$ cat config.mk
export PLATFORM = sky130hd
export DESIGN_NAME = mac_array_ctrl
export DESIGN_NICKNAME = d
export VERILOG_FILES = /design/src/rtl/mac_pkg.sv /design/src/rtl/ctrl_counter.sv /design/src/rtl/mac_array_ctrl.sv
export SDC_FILE = /design/constraint.sdc
export NUM_CORES = 1
export LEC_CHECK = 0
export ABC_AREA = 1
export BUFFER_PORTS_ARGS = -buffer_cell sky130_fd_sc_hd__clkbuf_2
export CAP_MARGIN = 10
export CORE_MARGIN = 3
export CORE_UTILIZATION = 60
export DETAILED_ROUTE_END_ITERATION = 16
export PLACE_DENSITY = 0.95
export SLEW_MARGIN = 0
export SYNTH_ARGS = -nofsm -noshare
export SYNTH_HDL_FRONTEND = slang
export SYNTH_SLANG_ARGS = --single-unit
$ cat constraint.sdc
create_clock -name clk -period 6.95 [get_ports clk]
set_input_delay 0.695 -clock clk [delete_from_list [all_inputs] [get_ports clk]]
set_output_delay 0.695 -clock clk [all_outputs]
set_load 0.02 [all_outputs]
$ cat src/rtl/mac_pkg.sv
// Shared definitions for the MAC array controller.
//   state_t  : controller FSM states
//   INST_*   : array instruction codes driven on inst_w
//   inst_of  : instruction implied by a state (registered once in the top)
//   imax     : elaboration-time helper for counter sizing
package mac_pkg;

    typedef enum logic [2:0] {
        S_IDLE  = 3'd0,
        S_KLOAD = 3'd1,
        S_KWAIT = 3'd2,
        S_EXEC  = 3'd3,
        S_DRAIN = 3'd4,
        S_DONE  = 3'd5
    } state_t;

    localparam logic [1:0] INST_IDLE  = 2'b00;
    localparam logic [1:0] INST_KLOAD = 2'b01;
    localparam logic [1:0] INST_EXEC  = 2'b10;

    function automatic logic [1:0] inst_of(input state_t s);
        case (s)
            S_KLOAD: return INST_KLOAD;
            S_EXEC:  return INST_EXEC;
            default: return INST_IDLE;
        endcase
    endfunction

    function automatic int imax(input int a, input int b);
        return (a > b) ? a : b;
    endfunction

endpackage

$ cat src/rtl/ctrl_counter.sv
// Loadable up-counter with terminal-count compare.
//   clk, reset (async, active-low)
//   load/load_val : synchronous load, has priority over en
//   en            : increment by one
//   term          : compare value; tc = (cnt == term)
module ctrl_counter #(
    parameter int w = 8
) (
    input  logic         clk,
    input  logic         reset,
    input  logic         load,
    input  logic [w-1:0] load_val,
    input  logic         en,
    input  logic [w-1:0] term,
    output logic [w-1:0] cnt,
    output logic         tc
);

    always_ff @(posedge clk or negedge reset) begin
        if (!reset)    cnt <= '0;
        else if (load) cnt <= load_val;
        else if (en)   cnt <= cnt + 1'b1;
    end

    assign tc = (cnt == term);

endmodule

$ cat src/rtl/mac_array_ctrl.sv
// Sequencer for a row x col MAC array: loads the kernel, waits for the
// instruction skew to settle, streams activations and collects outputs.
//   clk, reset (async, active-low)
//   start, cfg_kbase, cfg_abase, cfg_len, cfg_dmode : job request/config
//   valid[col-1:0]     : per-column output valid from the array
//   mem_ren, mem_addr  : input memory read port (1-cycle read latency)
//   inst_w, data_mode  : array instruction (aligned with read data) and mode
//   psum_wen, psum_addr: output memory write strobe / row index
//   busy, done, err    : status; err is a sticky drain timeout
module mac_array_ctrl
    import mac_pkg::*;
#(
    parameter int row       = 8,
    parameter int col       = 8,
    parameter int aw        = 11,
    parameter int lw        = 8,
    parameter int drain_max = 64
) (
    input  logic          clk,
    input  logic          reset,
    input  logic          start,
    input  logic [aw-1:0] cfg_kbase,
    input  logic [aw-1:0] cfg_abase,
    input  logic [lw-1:0] cfg_len,
    input  logic          cfg_dmode,
    input  logic [col-1:0] valid,
    output logic          mem_ren,
    output logic [aw-1:0] mem_addr,
    output logic [1:0]    inst_w,
    output logic          data_mode,
    output logic          psum_wen,
    output logic [lw-1:0] psum_addr,
    output logic          busy,
    output logic          done,
    output logic          err
);

    // Phase counter must hold the longest phase: col, row, cfg_len or drain_max.
    localparam int pw = imax(imax(lw, $clog2(drain_max + 1)),
                             imax($clog2(col + 1), $clog2(row + 1)));

    state_t        state, state_n;
    logic [aw-1:0] kbase_q, abase_q;
    logic [lw-1:0] len_q;
    logic          accept, err_set;
    logic [pw-1:0] ph_cnt, ph_term;
    logic          ph_tc, ph_load, ph_en;
    logic [lw-1:0] out_cnt;
    logic          out_tc, wr_ok, last_wr;

    assign accept = (state == S_IDLE) && start;

    // Writes stop once all cfg_len outputs are in; late pulses are dropped.
    assign wr_ok   = ((state == S_EXEC) || (state == S_DRAIN)) && valid[col-1] && !out_tc;
    assign last_wr = wr_ok && (out_cnt == len_q - lw'(1));

    // Phase counter restarts from zero on every state change.
    assign ph_load = (state_n != state);
    assign ph_en   = (state != S_IDLE);

    always_comb begin
        ph_term = '0;
        case (state)
            S_KLOAD: ph_term = pw'(col - 1);
            S_KWAIT: ph_term = pw'(row - 1);
            S_EXEC:  ph_term = pw'(len_q) - pw'(1);
            S_DRAIN: ph_term = pw'(drain_max - 1);
            default: ph_term = '0;
        endcase
    end

    ctrl_counter #(.w(pw)) u_phase (
        .clk      (clk),
        .reset    (reset),
        .load     (ph_load),
        .load_val ({pw{1'b0}}),
        .en       (ph_en),
        .term     (ph_term),
        .cnt      (ph_cnt),
        .tc       (ph_tc)
    );

    ctrl_counter #(.w(lw)) u_outcnt (
        .clk      (clk),
        .reset    (reset),
        .load     (accept),
        .load_val ({lw{1'b0}}),
        .en       (wr_ok),
        .term     (len_q),
        .cnt      (out_cnt),
        .tc       (out_tc)
    );

    always_comb begin
        state_n = state;
        err_set = 1'b0;
        case (state)
            S_IDLE:  if (start) state_n = S_KLOAD;
            S_KLOAD: if (ph_tc) state_n = S_KWAIT;
            // Broadcast mode needs no skew settling, so a single wait cycle.
            S_KWAIT: if (data_mode || ph_tc)
                         state_n = (len_q == '0) ? S_DONE : S_EXEC;
            S_EXEC:  if (ph_tc) state_n = S_DRAIN;
            S_DRAIN: begin
                if (out_tc || last_wr) begin
                    state_n = S_DONE;
                end else if (ph_tc) begin
                    state_n = S_DONE;
                    err_set = 1'b1;
                end
            end
            S_DONE:  state_n = S_IDLE;
            default: state_n = S_IDLE;
        endcase
    end

    always_comb begin
        mem_ren  = 1'b0;
        mem_addr = '0;
        case (state)
            S_KLOAD: begin
                mem_ren  = 1'b1;
                mem_addr = kbase_q + aw'(ph_cnt);
            end
            S_EXEC: begin
                mem_ren  = 1'b1;
                mem_addr = abase_q + aw'(ph_cnt);
            end
            default: ;
        endcase
    end

    assign psum_wen  = wr_ok;
    assign psum_addr = out_cnt;
    assign busy      = (state != S_IDLE);
    assign done      = (state == S_DONE);

    always_ff @(posedge clk or negedge reset) begin
        if (!reset) begin
            state     <= S_IDLE;
            inst_w    <= INST_IDLE;
            kbase_q   <= '0;
            abase_q   <= '0;
            len_q     <= '0;
            data_mode <= 1'b0;
            err       <= 1'b0;
        end else begin
            state  <= state_n;
            // One stage late so the instruction lines up with read data.
            inst_w <= inst_of(state);
            if (accept) begin
                kbase_q   <= cfg_kbase;
                abase_q   <= cfg_abase;
                len_q     <= cfg_len;
                data_mode <= cfg_dmode;
            end
            if (accept)       err <= 1'b0;
            else if (err_set) err <= 1'b1;
        end
    end

endmodule

# After elaboration in Yosys (flattened, before gate mapping)
# Cells that the tools add are included.
[word_totals]
ff_bits = 53
input_bits = 42
output_inout_bits = 27
wordCells = 60
[classes]
addsub = 5
n_eq_ne = 9
muxes = 21
reduce_logical = 16
[op_table]
columns = ["cell", "n"]
rows = [
  ["$mux 8", 4],
  ["$eq 8x8->1", 3],
  ["$pmux 8 s3", 1],
  ["$add 11x8->11", 2],
  ["$pmux 11 s2", 1],
  ["$mux 3", 7],
  ["$add 8x1->8 const B", 2],
  ["$pmux 3 s5", 1],
  ["$logic_not 8->1", 1],
  ["$sub 8x1->8 const B", 1],
  ["$eq 3x2->1 const B", 2],
  ["$eq 3x3->1 const B", 2],
  ["$mux 1", 6],
  ["$reduce_bool 2->1", 3],
  ["$logic_and 1x1->1", 4],
  ["$pmux 2 s2", 1],
  ["$reduce_or 2->1", 2],
  ["$eq 3x1->1 const B", 1],
  ["$logic_not 3->1", 1],
  ["$logic_or 1x1->1", 3],
  ["$ne 3x3->1", 1],
  ["$reduce_bool 3->1", 1],
  ["$logic_not 1->1", 1],
]

# Logic depth before layout (Yosys ltp)
[depth]
word_depth = 10
depth_mapped = 19
mapped_depth_nobuf = 18

# Cells and area by module
# A second synthesis with hierarchy kept.
[hier_totals]
cells_unflattened = 551
hier_area_um2 = 3724.8
[by_module_without_submodules]
columns = ["mod", "n_inst", "cells_per_inst", "area_each_um2", "seq_area_each_um2"]
rows = [
  ["mac_array_ctrl", 1, 367, 2444.8, 925.9],
  ["ctrl_counter (u_outcnt)", 1, 92, 641.9, 200.2],
  ["ctrl_counter (u_phase)", 1, 92, 638.1, 200.2],
]

# Least setup slack after synthesis
# No wires, ideal clock.
[synth_timing]
path_type = "register to output"
from = "reg state[2]"
to = "out mem_addr[10]"
arrival_time_ps = 2772
required_time_ps = 6255
slack_ps = 3483
stages_incl_launch_ff = 18
path_buffers = 1
cell_sequence = "dfrtp_1 > inv_2 > nand3_2 > clkbuf_1 > nand2_1 > nand2_1 > ha_1 > inv_1 > fa_1 > nor2_1 > nand2_1 > nor2_1 > nor2_1 > nor2_1 > o21ai_0 > a21oi_1 > nand2_1 > a21oi_1"
[synth_between]
elab_chain_len = 2
elab_cells_between_ends = 3
cone_classes = "eq/ne (2); mux (1)"
[synth_lines]
columns = ["element", "line", "rtl"]
rows = [
  ["from (decl)", "mac_array_ctrl.sv:42", "state_t state, state_n;"],
  ["from (signal assigned)", "mac_array_ctrl.sv:148", "state <= state_n;"],
  ["$eq 3x2->1 / $eq 3x1->1 (equally long branches)", "mac_array_ctrl.sv:120", "case (state)"],
  ["$pmux 11 s2 *", "mac_array_ctrl.sv:120", ""],
  ["to (decl)", "mac_array_ctrl.sv:28", "output logic [aw-1:0] mem_addr,"],
]
# Every way passes the cells marked *; elsewhere a longest branch is shown, timed or not.

# Final worst setup path
# Ends and elaborated chain as after synthesis.

==> impl_metrics.tcl <==
set metrics [dict create \
    status "completed" \
    startpoint "state[2]" \
    syn_nets 550 \
    postLayoutCellArea_sq_mm 0.00394 \
    post_cts_resized 0 \
    synthMostInstantiatedCell "sky130_fd_sc_hd__nand2_1" \
    r2r_slack_ns 4.05 \
    worstReg2RegStart "state[0]" \
    power_frac_comb 0.250 \
    bufs_on_longest_clock_path 2 \
    die_area_sq_mm 0.00676 \
    power.switching_fraction 0.345 \
    floorplan.rows 27 \
    synth-edff-count 0 \
    dp_worst_setup_slack_ns 3.10 \
    total_power_mw 0.721 \
    antenna_violations_before_repair 0 \
    synthTopCellsByArea "sky130_fd_sc_hd__dfrtp_1, sky130_fd_sc_hd__nand2_1, sky130_fd_sc_hd__inv_1" \
    post_drt_via_cell_ratio 5.40 \
    power_share_of_the_clock_group 0.251 \
    initial_utilization 0.625 \
    register_area_sq_mm 0.00133 \
    grt_pass1_vias 2984 \
    grtUsageTotal 0.254 \
    cts.sink_count 53 \
    grt_pass1_wl_um 13200 \
    report.final.slew_viol_count 0 \
    yosysTopAreaCellShare 0.380 \
    final.setup.worst_slack_ns 2.63 \
    htree_levels 2 \
    multi_input_area_sq_mm 0.00190 \
    max_slew_margin 0.497 \
    worst_path_arrival_time_ns 3.62 \
    setup_violations 0 \
    hold_path.class "input port to asynchronous set/reset pin" \
    nFillCells 453 \
    crit_fanout 17 \
    max_clock_freq_mhz 232 \
    io_buffer_count 61 \
    crit_slowest_cell "sky130_fd_sc_hd__dfrtp_1" \
    yosys.area.top_type "sky130_fd_sc_hd__dfrtp_1" \
    finalNonFillerCells 627 \
    post-route-min-period_ns 4.32 \
    final_core_util 0.707 \
    synth_common_cells "sky130_fd_sc_hd__nand2_1, sky130_fd_sc_hd__dfrtp_1, sky130_fd_sc_hd__inv_1" \
    synth_flop_cell "sky130_fd_sc_hd__dfrtp_1" \
    placed_cells_incl_taps 619 \
    crit_path_frequent_cell "sky130_fd_sc_hd__nor2_1" \
    area_of_the_placeable_core_sq_mm 0.00557 \
    unrepaired_setup_endpoints_after_global_routing "false" \
    worstPathCellList "inv_2 > nand3_2 > o21ai_0 > inv_1 > fa_1 > nor2_1 > nand2_1 > nor2_1 > nor2_1 > nor2_1 > o21ai_0 > a21oi_1 > nand2_1 > o21ai_0 > a21oi_1 > clkbuf_2" \
    cts_post_setup_buffers_inserted 0 \
    layout-drive-gt1-share 0.189 \
    routed_wl_um 8150 \
    fin_setup_tns_ns 0 \
    power.net_switching_mw 0.249 \
    power_density_mw_per_mm2 183 \
    diodes 0 \
    endpoint_kind "output pin" \
    timing.max_cap.violations 0 \
    critPathRequiredTime_ns 6.25 \
    postCtsHoldBufs 0 \
    fin_nets 609 \
    ffs_latches_synth 53 \
    crit_type "register to output pin" \
    post_dp_cell_area_sq_mm 0.00385 \
    seq_power_share 0.500 \
    tritoncts.num_buffers 5 \
    antenna_violation_net_count_after_detailed_routing 0 \
    ctsRootBufferMaster "sky130_fd_sc_hd__clkbuf_8" \
    routed-via-count 3384 \
    clk_latency_ns 0.32 \
    violation_count_after_the_first_detailed_route_iteration 250 \
    drt_pass1_iterations 5 \
    synth.cell_area_sq_mm 0.00349 \
    place.gp.congestion 0.904 \
    reg2regPathDepth 12 \
    category_of_the_worst_setup_path_launch_point "register" \
    final-hold-violation-count 0 \
    syn-mean-instance-area_sq_um 7.04 \
    static-leakage-power_nw 2.19 \
    cell_internal_pwr_mw 0.472 \
    r2r-end "u_phase.cnt[7]" \
    postSynth.asyncResetShare 1.00 \
    design.portCount 69 \
    crit_path_max_incr_delay_ns 0.46 \
    tritoncts "done" \
    worst_ir_drop_vdd_v 0.000146 \
    worst_pin_slew_ns 0.750 \
    global_route.overflow_total 0 \
    area_delta_synth_final_pct 13.0 \
    yosysWarningCount 0 \
    synth.yosys.seq_area_share 0.380 \
    drc 0 \
    period_share 0.621 \
    fp.dieW_um 82.2 \
    number_of_distinct_library_cells_after_synthesis 37 \
    postSynthCellCount 495 \
    worst_hold_slack_ns 0.476 \
    finalClockSkew_ns 0.0121 \
    wl_per_cell_um 13.0 \
    grt_max_degree 54 \
    clk_pin_slew_ns 0.10 \
    chip_height_um 82.2 \
    detailedPlacementHpwl_um 6130 \
]
==> cells in the final DEF (no fill, tap or decap), drive strengths merged, types with 2 or more instances in the layout <==
master / count
nand2: 178
nand3: 36
clkinv: 2
nor3: 11
nand4: 4
xor2: 7
buf: 3
or2: 3
a21oi: 19
xnor2: 10
a21boi: 2
nor2: 50
o21bai: 3
clkbuf: 66
mux2i: 2
dfrtp: 53
inv: 55
ha: 12
o21ai: 32
==> worst max path at each step <==
stage	end	slack, ns
global route	mem_addr[10]	2.38
CTS	mem_addr[10]	2.73
finish	mem_addr[10]	2.63
detailed placement	mem_addr[10]	3.10
floorplan	mem_addr[10]	3.48
global placement	mem_addr[10]	3.19
==> sequential cells by signal, indices dropped and copies added (netlist names) <==
name	cells
abase_q	11
kbase_q	11
len_q	8
u_outcnt.cnt	8
u_phase.cnt	8
state	3
inst_w	2
data_mode	1
err	1
==> area by class of cell <==
| class | instances | share of cell area |
|---|---|---|
| multi-input combinational | 375 | 0.482 |
| sequential | 53 | 0.337 |
| timing repair buffer | 64 | 0.0832 |
| inverter | 55 | 0.0524 |
| tap | 72 | 0.0229 |
| clock buffer | 5 | 0.0175 |
| clock inverter | 3 | 0.00540 |
==> cell families after synthesis <==
logic type / after synthesis / synth area share
DFF: 53 / 0.380
AOI/OAI and AO/OA: 58 / 0.0905
xor gates and xnor gates: 17 / 0.0427
buffers and inverters: 67 / 0.0747
adders and majority gates: 13 / 0.0488
muxes: 2 / 0.00574
and+or+nand+nor: 285 / 0.357
==> layer usage <==
layer  up-vias  track usage  routed length [um]
li1       1680            -                   -
met3        15       0.0456                 558
met1      1561        0.327                3410
met4         0       0.0681                 108
met5         -            0                   0
met2       128        0.436                4080
==> worst max-delay path, delay by kind of cell, from the launching register on <==
kind / cells / cell delay (ns)
AO/OA/AOI/OAI: 5 / 1.00
AND/OR/NAND/NOR: 7 / 1.00
adder cells (fa/ha/maj): 1 / 0.44
flip-flops: 1 / 0.46
buffers and inverters: 3 / 0.40
==> power groups by stage <==
stage                     clock, mW  combinational, mW  sequential [mW]
after detailed placement          0              0.180            0.366
after global routing          0.196              0.201            0.364
after CTS                     0.184              0.181            0.360
after global placement            0              0.173            0.365
final                         0.181              0.180            0.360
after floorplan                   0             0.0949            0.389
No activity file was read; power rests on OpenSTA's default activity.
